==> config.mk <==
export PLATFORM = sky130hd
export DESIGN_NAME = cpu_sequencer
export DESIGN_NICKNAME = d
export VERILOG_FILES = /design/src/rtl/cpu_sequencer.sv
export SDC_FILE = /design/constraint.sdc
export NUM_CORES = 1
export LEC_CHECK = 0
export ABC_CLOCK_PERIOD_IN_PS = 1700
export BUFFER_PORTS_ARGS = -buffer_cell sky130_fd_sc_hd__clkbuf_2
export CAP_MARGIN = 20
export CORE_ASPECT_RATIO = 0.5
export CORE_MARGIN = 4
export CORE_UTILIZATION = 50
export CTS_BUF_LIST = sky130_fd_sc_hd__clkbuf_4
export CTS_CLUSTER_SIZE = 8
export DETAILED_ROUTE_END_ITERATION = 6
export GPL_TIMING_DRIVEN = 0
export HOLD_SLACK_MARGIN = 0.02
export PLACE_DENSITY = 0.83
export SLEW_MARGIN = 40
export SYNTH_ARGS = -nofsm -noshare
export SYNTH_HDL_FRONTEND = slang
export SYNTH_SLANG_ARGS = --single-unit
==> constraint.sdc <==
create_clock -name clk_i -period 1.7 [get_ports clk_i]
set_input_delay 0.17 -clock clk_i [delete_from_list [all_inputs] [get_ports clk_i]]
set_output_delay 0.17 -clock clk_i [all_outputs]
set_load 0.05 [all_outputs]
==> src/rtl/cpu_sequencer.sv <==
// Control sequencer for the accumulator CPU: fetch / decode / operand / execute FSM
// with memory handshake, retire counter and a sticky memory-timeout error state.
module cpu_sequencer #(
  parameter int unsigned CNT_W       = 16,
  parameter int unsigned MEM_TIMEOUT = 15
) (
  input  logic             clk_i,
  input  logic             rst_ni,
  input  logic             run_i,
  input  logic             step_i,
  input  logic [2:0]       op_i,
  input  logic             z_i,
  input  logic             c_i,
  input  logic             mem_ack_i,
  output logic             mem_req_o,
  output logic             mem_we_o,
  output logic             ir_ld_o,
  output logic             pc_inc_o,
  output logic             pc_ld_o,
  output logic             jmp_o,
  output logic             wr_o,
  output logic             wm_o,
  output logic             wf_o,
  output logic             alu_o,
  output logic             alux_o,
  output logic             ldi_o,
  output logic [2:0]       state_o,
  output logic             busy_o,
  output logic             err_o,
  output logic [CNT_W-1:0] instr_cnt_o
);

  typedef enum logic [2:0] {
    StIdle   = 3'd0,
    StFetch  = 3'd1,
    StDecode = 3'd2,
    StOper   = 3'd3,
    StExec   = 3'd4,
    StError  = 3'd5
  } state_e;

  localparam logic [2:0] OpAdd = 3'b000;
  localparam logic [2:0] OpSub = 3'b001;
  localparam logic [2:0] OpLda = 3'b010;
  localparam logic [2:0] OpSta = 3'b011;
  localparam logic [2:0] OpJmp = 3'b100;
  localparam logic [2:0] OpJz  = 3'b101;
  localparam logic [2:0] OpJc  = 3'b110;
  localparam logic [2:0] OpLdi = 3'b111;

  localparam int unsigned TW = (MEM_TIMEOUT > 1) ? $clog2(MEM_TIMEOUT + 1) : 1;
  localparam logic [TW:0] TimeoutVal = MEM_TIMEOUT[TW:0];

  state_e           state_q, state_d;
  logic [TW-1:0]    tcnt_q, tcnt_d;
  logic [TW:0]      tcnt_inc;
  logic [CNT_W-1:0] cnt_q, cnt_d;
  logic             retire;
  logic             timeout_hit;

  assign tcnt_inc    = {1'b0, tcnt_q} + {{TW{1'b0}}, 1'b1};
  assign timeout_hit = (MEM_TIMEOUT != 0) && (tcnt_inc >= TimeoutVal);

  always_comb begin
    state_d   = state_q;
    tcnt_d    = '0;
    retire    = 1'b0;
    mem_req_o = 1'b0;
    mem_we_o  = 1'b0;
    ir_ld_o   = 1'b0;
    pc_inc_o  = 1'b0;
    pc_ld_o   = 1'b0;
    jmp_o     = 1'b0;
    wr_o      = 1'b0;
    wm_o      = 1'b0;
    wf_o      = 1'b0;
    alu_o     = 1'b0;
    alux_o    = 1'b0;
    ldi_o     = 1'b0;
    err_o     = 1'b0;
    unique case (state_q)
      StIdle: begin
        if (run_i || step_i) state_d = StFetch;
      end
      StFetch: begin
        mem_req_o = 1'b1;
        if (mem_ack_i) begin
          ir_ld_o  = 1'b1;
          pc_inc_o = 1'b1;
          state_d  = StDecode;
        end else if (timeout_hit) begin
          state_d = StError;
        end else begin
          tcnt_d = tcnt_inc[TW-1:0];
        end
      end
      StDecode: begin
        // Opcodes 1xx need no operand access.
        state_d = op_i[2] ? StExec : StOper;
      end
      StOper: begin
        mem_req_o = 1'b1;
        mem_we_o  = (op_i == OpSta);
        if (mem_ack_i) begin
          retire = 1'b1;
          case (op_i)
            OpAdd:   begin wr_o = 1'b1; wf_o = 1'b1; end
            OpSub:   begin alu_o = 1'b1; wr_o = 1'b1; wf_o = 1'b1; end
            OpLda:   begin alux_o = 1'b1; wr_o = 1'b1; end
            OpSta:   wm_o = 1'b1;
            default: ;
          endcase
        end else if (timeout_hit) begin
          state_d = StError;
        end else begin
          tcnt_d = tcnt_inc[TW-1:0];
        end
      end
      StExec: begin
        retire = 1'b1;
        case (op_i)
          OpJmp:   begin jmp_o = 1'b1; pc_ld_o = 1'b1; end
          OpJz:    begin jmp_o = 1'b1; pc_ld_o = z_i; end
          OpJc:    begin jmp_o = 1'b1; pc_ld_o = c_i; end
          OpLdi:   begin alux_o = 1'b1; wr_o = 1'b1; ldi_o = 1'b1; end
          default: ;
        endcase
      end
      StError: err_o = 1'b1;
      default: state_d = StIdle;
    endcase
    if (retire) state_d = run_i ? StFetch : StIdle;
  end

  assign cnt_d = retire ? cnt_q + {{(CNT_W-1){1'b0}}, 1'b1} : cnt_q;

  always_ff @(posedge clk_i or negedge rst_ni) begin
    if (!rst_ni) begin
      state_q <= StIdle;
      tcnt_q  <= '0;
      cnt_q   <= '0;
    end else begin
      state_q <= state_d;
      tcnt_q  <= tcnt_d;
      cnt_q   <= cnt_d;
    end
  end

  assign state_o     = state_q;
  assign busy_o      = (state_q != StIdle) && (state_q != StError);
  assign instr_cnt_o = cnt_q;

endmodule

==> metrics.txt <==
# TYPE chip_impl_metric gauge
chip_impl_info{name="grt_setup_unrepaired",value="yes"} 1
chip_impl_metric{name="nFillCells",unit=""} 68
chip_impl_metric{name="grt_pass1_vias",unit=""} 1319
chip_impl_info{name="cts.root.buffer_cell",value="sky130_fd_sc_hd__clkbuf_4"} 1
chip_impl_metric{name="routed_wire_length_per_instance",unit="µm"} 24.0
chip_impl_info{name="synth.top_cells.by_area",value="sky130_fd_sc_hd__dfrtp_1, sky130_fd_sc_hd__xor2_1, sky130_fd_sc_hd__xnor2_1, sky130_fd_sc_hd__nand2_1, sky130_fd_sc_hd__nor2_1"} 1
chip_impl_metric{name="power.leakage",unit="nW"} 1.07
chip_impl_metric{name="placementRows",unit=""} 12
chip_impl_info{name="holdCritPathClass",value="in -> reg"} 1
chip_impl_metric{name="final_antenna_net_count",unit=""} 0
chip_impl_metric{name="cp_data_arrival_time",unit="ns"} 1.80
chip_impl_info{name="failed_checks",value="setup timing"} 1
chip_impl_metric{name="max_cap_violations",unit=""} 0
chip_impl_metric{name="synth_nets",unit=""} 153
chip_impl_metric{name="cts_buffer_depth",unit=""} 2
chip_impl_metric{name="finalHoldWorstSlack",unit="ns"} 0.213
chip_impl_metric{name="cts_buffers",unit=""} 3
chip_impl_metric{name="area.sequential",unit="µm²"} 581
chip_impl_metric{name="timing_max_transition_violations_final",unit=""} 0
chip_impl_metric{name="gr_usage_total",unit=""} 0.241
chip_impl_metric{name="clock_period_minus_final_worst_setup_slack",unit="ns"} 1.97
chip_impl_metric{name="finalSetupViolations",unit=""} 31
chip_impl_metric{name="pin_count",unit=""} 43
chip_impl_metric{name="grt_first_pass_wirelength",unit="µm"} 6530
chip_impl_metric{name="pre_cts_ws",unit="ns"} -0.0961
chip_impl_info{name="netlist_top_cells_count",value="sky130_fd_sc_hd__dfrtp_1, sky130_fd_sc_hd__nand2_1, sky130_fd_sc_hd__nor2_1"} 1
chip_impl_metric{name="clock_skew",unit="ns"} 0.00376
chip_impl_metric{name="timing.final.crit_share",unit=""} 1.16
chip_impl_metric{name="proportion_of_register_bits_with_asynchronous_set_or_reset_after_synthesis",unit=""} 1.00
chip_impl_metric{name="ys_ff_latch",unit=""} 23
chip_impl_metric{name="syn-cell-area",unit="µm²"} 1340
chip_impl_metric{name="wl",unit="µm"} 5910
chip_impl_info{name="postSynth.topFlopCell",value="sky130_fd_sc_hd__dfrtp_1"} 1
chip_impl_info{name="status",value="finished with violations"} 1
chip_impl_metric{name="grt_start_max_net_pins",unit=""} 24
chip_impl_metric{name="powerDensity",unit="nW/µm²"} 1530
chip_impl_metric{name="htree_levels",unit=""} 1
chip_impl_metric{name="maxClockFrequency",unit="MHz"} 507
chip_impl_metric{name="setup_ws",unit="ns"} -0.272
chip_impl_metric{name="layout-area-overhead-vs-synth",unit="%"} 67.8
chip_impl_metric{name="n_antenna_cell",unit=""} 0
chip_impl_metric{name="drt_drc_violations_left",unit=""} 0
chip_impl_metric{name="dieHeight",unit="µm"} 44.6
chip_impl_metric{name="floorplan.initialDensity",unit=""} 0.562
chip_impl_metric{name="final-hold-violation-count",unit=""} 0
chip_impl_metric{name="top_cell_type_s_share_of_synthesized_area",unit=""} 0.429
chip_impl_metric{name="cts.sinks",unit=""} 23
chip_impl_metric{name="worst-slew-pin-transition",unit="ns"} 0.582
chip_impl_info{name="setup.worst_path.class",value="reg -> out"} 1
chip_impl_metric{name="number_of_iterations_in_the_first_detailed_routing_pass",unit=""} 5
chip_impl_metric{name="synth-edff-count",unit=""} 0
chip_impl_metric{name="crit_path_max_fanout",unit=""} 5
chip_impl_info{name="endpoint_kind",value="primary output"} 1
chip_impl_info{name="most_frequent_cell_after_synthesis",value="sky130_fd_sc_hd__dfrtp_1"} 1
chip_impl_metric{name="vdd.ir_drop.worst",unit="V"} 0.00122
chip_impl_metric{name="detailedRoute.firstIterationViolations",unit=""} 179
chip_impl_metric{name="multiInputGateArea",unit="µm²"} 935
chip_impl_metric{name="final_layout_size_suffix_gt1_frac",unit=""} 0.555
chip_impl_metric{name="yosys_warnings",unit=""} 0
chip_impl_metric{name="syn-instance-count",unit=""} 140
chip_impl_info{name="yosys.area.top_type",value="sky130_fd_sc_hd__dfrtp_1"} 1
chip_impl_metric{name="finish.net_count",unit=""} 225
chip_impl_metric{name="gpl.final_weighted_congestion",unit=""} 0.714
chip_impl_metric{name="die_area",unit="µm²"} 3630
chip_impl_metric{name="die_w",unit="µm"} 81.3
chip_impl_metric{name="placeableCoreArea",unit="µm²"} 2390
chip_impl_metric{name="place.detailed.hpwl",unit="µm"} 2250
chip_impl_metric{name="overflow_left_after_global_routing",unit=""} 0
chip_impl_metric{name="route.vias.total",unit=""} 1599
chip_impl_metric{name="synth_seq_area_share",unit=""} 0.429
chip_impl_metric{name="clock_insertion_delay_worst_skew",unit="ns"} 0.31
chip_impl_metric{name="maxSlewHeadroom",unit=""} 0.602
chip_impl_metric{name="required",unit="ns"} 1.53
chip_impl_metric{name="worst-r2r-setup-slack",unit="ns"} -0.27
chip_impl_metric{name="synth_area_per_cell",unit="µm²"} 9.59
chip_impl_metric{name="synth.lib_cells_used.distinct",unit=""} 39
chip_impl_metric{name="finish.utilization",unit=""} 0.943
chip_impl_info{name="tritoncts",value="done"} 1
chip_impl_info{name="worst_setup_path_start_kind",value="flip-flop"} 1
chip_impl_metric{name="finish.instance_area",unit="µm²"} 2250
chip_impl_metric{name="antenna_found_initial",unit=""} 0
chip_impl_metric{name="portBuffers",unit=""} 41
chip_impl_metric{name="clkSlewWorstSetupHoldPaths",unit="ns"} 0.12
chip_impl_metric{name="placement.cell_area",unit="µm²"} 1710
chip_impl_metric{name="detail_route.vias_per_cell",unit=""} 6.50
## kinds of logic after synthesis
group,count (synthesis),synth area share
adders and majority gates,3,0.0280
AOI/OAI and AO/OA,17,0.0988
buffers and inverters,15,0.0559
DFF,23,0.429
and+or+nand+nor,63,0.262
muxes,2,0.0158
xor gates and xnor gates,17,0.111
## critical path, cell delays in order, from the launching register on
cell and delay [ns]:
sky130_fd_sc_hd__dfrtp_2 0.40, sky130_fd_sc_hd__buf_4 0.13, sky130_fd_sc_hd__buf_4 0.10, sky130_fd_sc_hd__nor2b_4 0.18
sky130_fd_sc_hd__nand2_4 0.13, sky130_fd_sc_hd__nor2_1 0.22, sky130_fd_sc_hd__o21a_4 0.19, sky130_fd_sc_hd__clkbuf_16 0.15
## where the power goes
group / internal [mW] / switching (mW) / total [mW]
Combinational: 0.940 / 1.42 / 2.36
Sequential: 0.656 / 0.166 / 0.823
Clock: 0.107 / 0.161 / 0.268
Total: 1.70 / 1.75 / 3.45
## flip-flops by register name, indices dropped and copies added (netlist names)
signal and flops:
state_o 3, instr_cnt_o 16, tcnt_q 4
## stage by stage
stage               setup TNS (ns)  instances  power (mW)
floorplan                   -0.972        140        1.95
global placement            -0.111        216        2.21
detailed placement          -0.180        216        2.25
CTS                         -0.765        237        2.90
global route                 -5.21        246        3.56
finish                       -3.63        246        3.45
## layout by cell type (no fill, tap or decap), types with 4 or more instances in the layout
master / instances
sky130_fd_sc_hd__dfrtp_1: 19
sky130_fd_sc_hd__nor2_1: 6
sky130_fd_sc_hd__nand2_1: 11
sky130_fd_sc_hd__inv_1: 8
sky130_fd_sc_hd__nor3_2: 6
sky130_fd_sc_hd__xor2_1: 9
sky130_fd_sc_hd__dfrtp_2: 4
sky130_fd_sc_hd__buf_6: 8
sky130_fd_sc_hd__nand3_1: 5
sky130_fd_sc_hd__clkbuf_2: 27
sky130_fd_sc_hd__nor2_4: 5
sky130_fd_sc_hd__clkbuf_4: 4
sky130_fd_sc_hd__buf_4: 22
sky130_fd_sc_hd__buf_8: 10
sky130_fd_sc_hd__xnor2_1: 8
## worst paths after layout
check | startpoint | endpoint | depth (start not counted)
max | state_o[2] | alux_o | 7
min | mem_ack_i | tcnt_q[1] | 2
max reg2reg | state_o[0] | instr_cnt_o[14] | 7
min reg2reg | instr_cnt_o[15] | instr_cnt_o[15] | 1
max in group asynchronous | rst_ni | state_o[2] | 2
min in group asynchronous | rst_ni | instr_cnt_o[10] | 2
## area by class of cell
| type | instances | share of cell area |
|---|---|---|
| well taps | 35 | 0.0194 |
| repair buffers | 67 | 0.256 |
| flip-flops and latches | 23 | 0.258 |
| clock buffers | 4 | 0.0133 |
| inverters | 9 | 0.0167 |
| multi-input cells | 103 | 0.415 |
| plain buffers | 5 | 0.0222 |
## layer usage
| metal | track usage | wire, µm | vias to the layer above |
|---|---|---|---|
| met5 | 0 | 0 | - |
| met4 | 0.152 | 422 | 0 |
| met3 | 0.0854 | 632 | 64 |
| met2 | 0.419 | 2620 | 173 |
| met1 | 0.253 | 2230 | 735 |
| li1 | - | - | 627 |
## repair_timing
item                                    in CTS  in global routing
endpoints found under the hold margin       23                  0
hold buffers                                 1                  0
buffers inserted                            17                  8
resized for setup                           33                 42
cloned                                       0                  1
pin swaps                                    4                 12
endpoints found under the setup margin      13                 31
(Power assumes the default switching activity.)
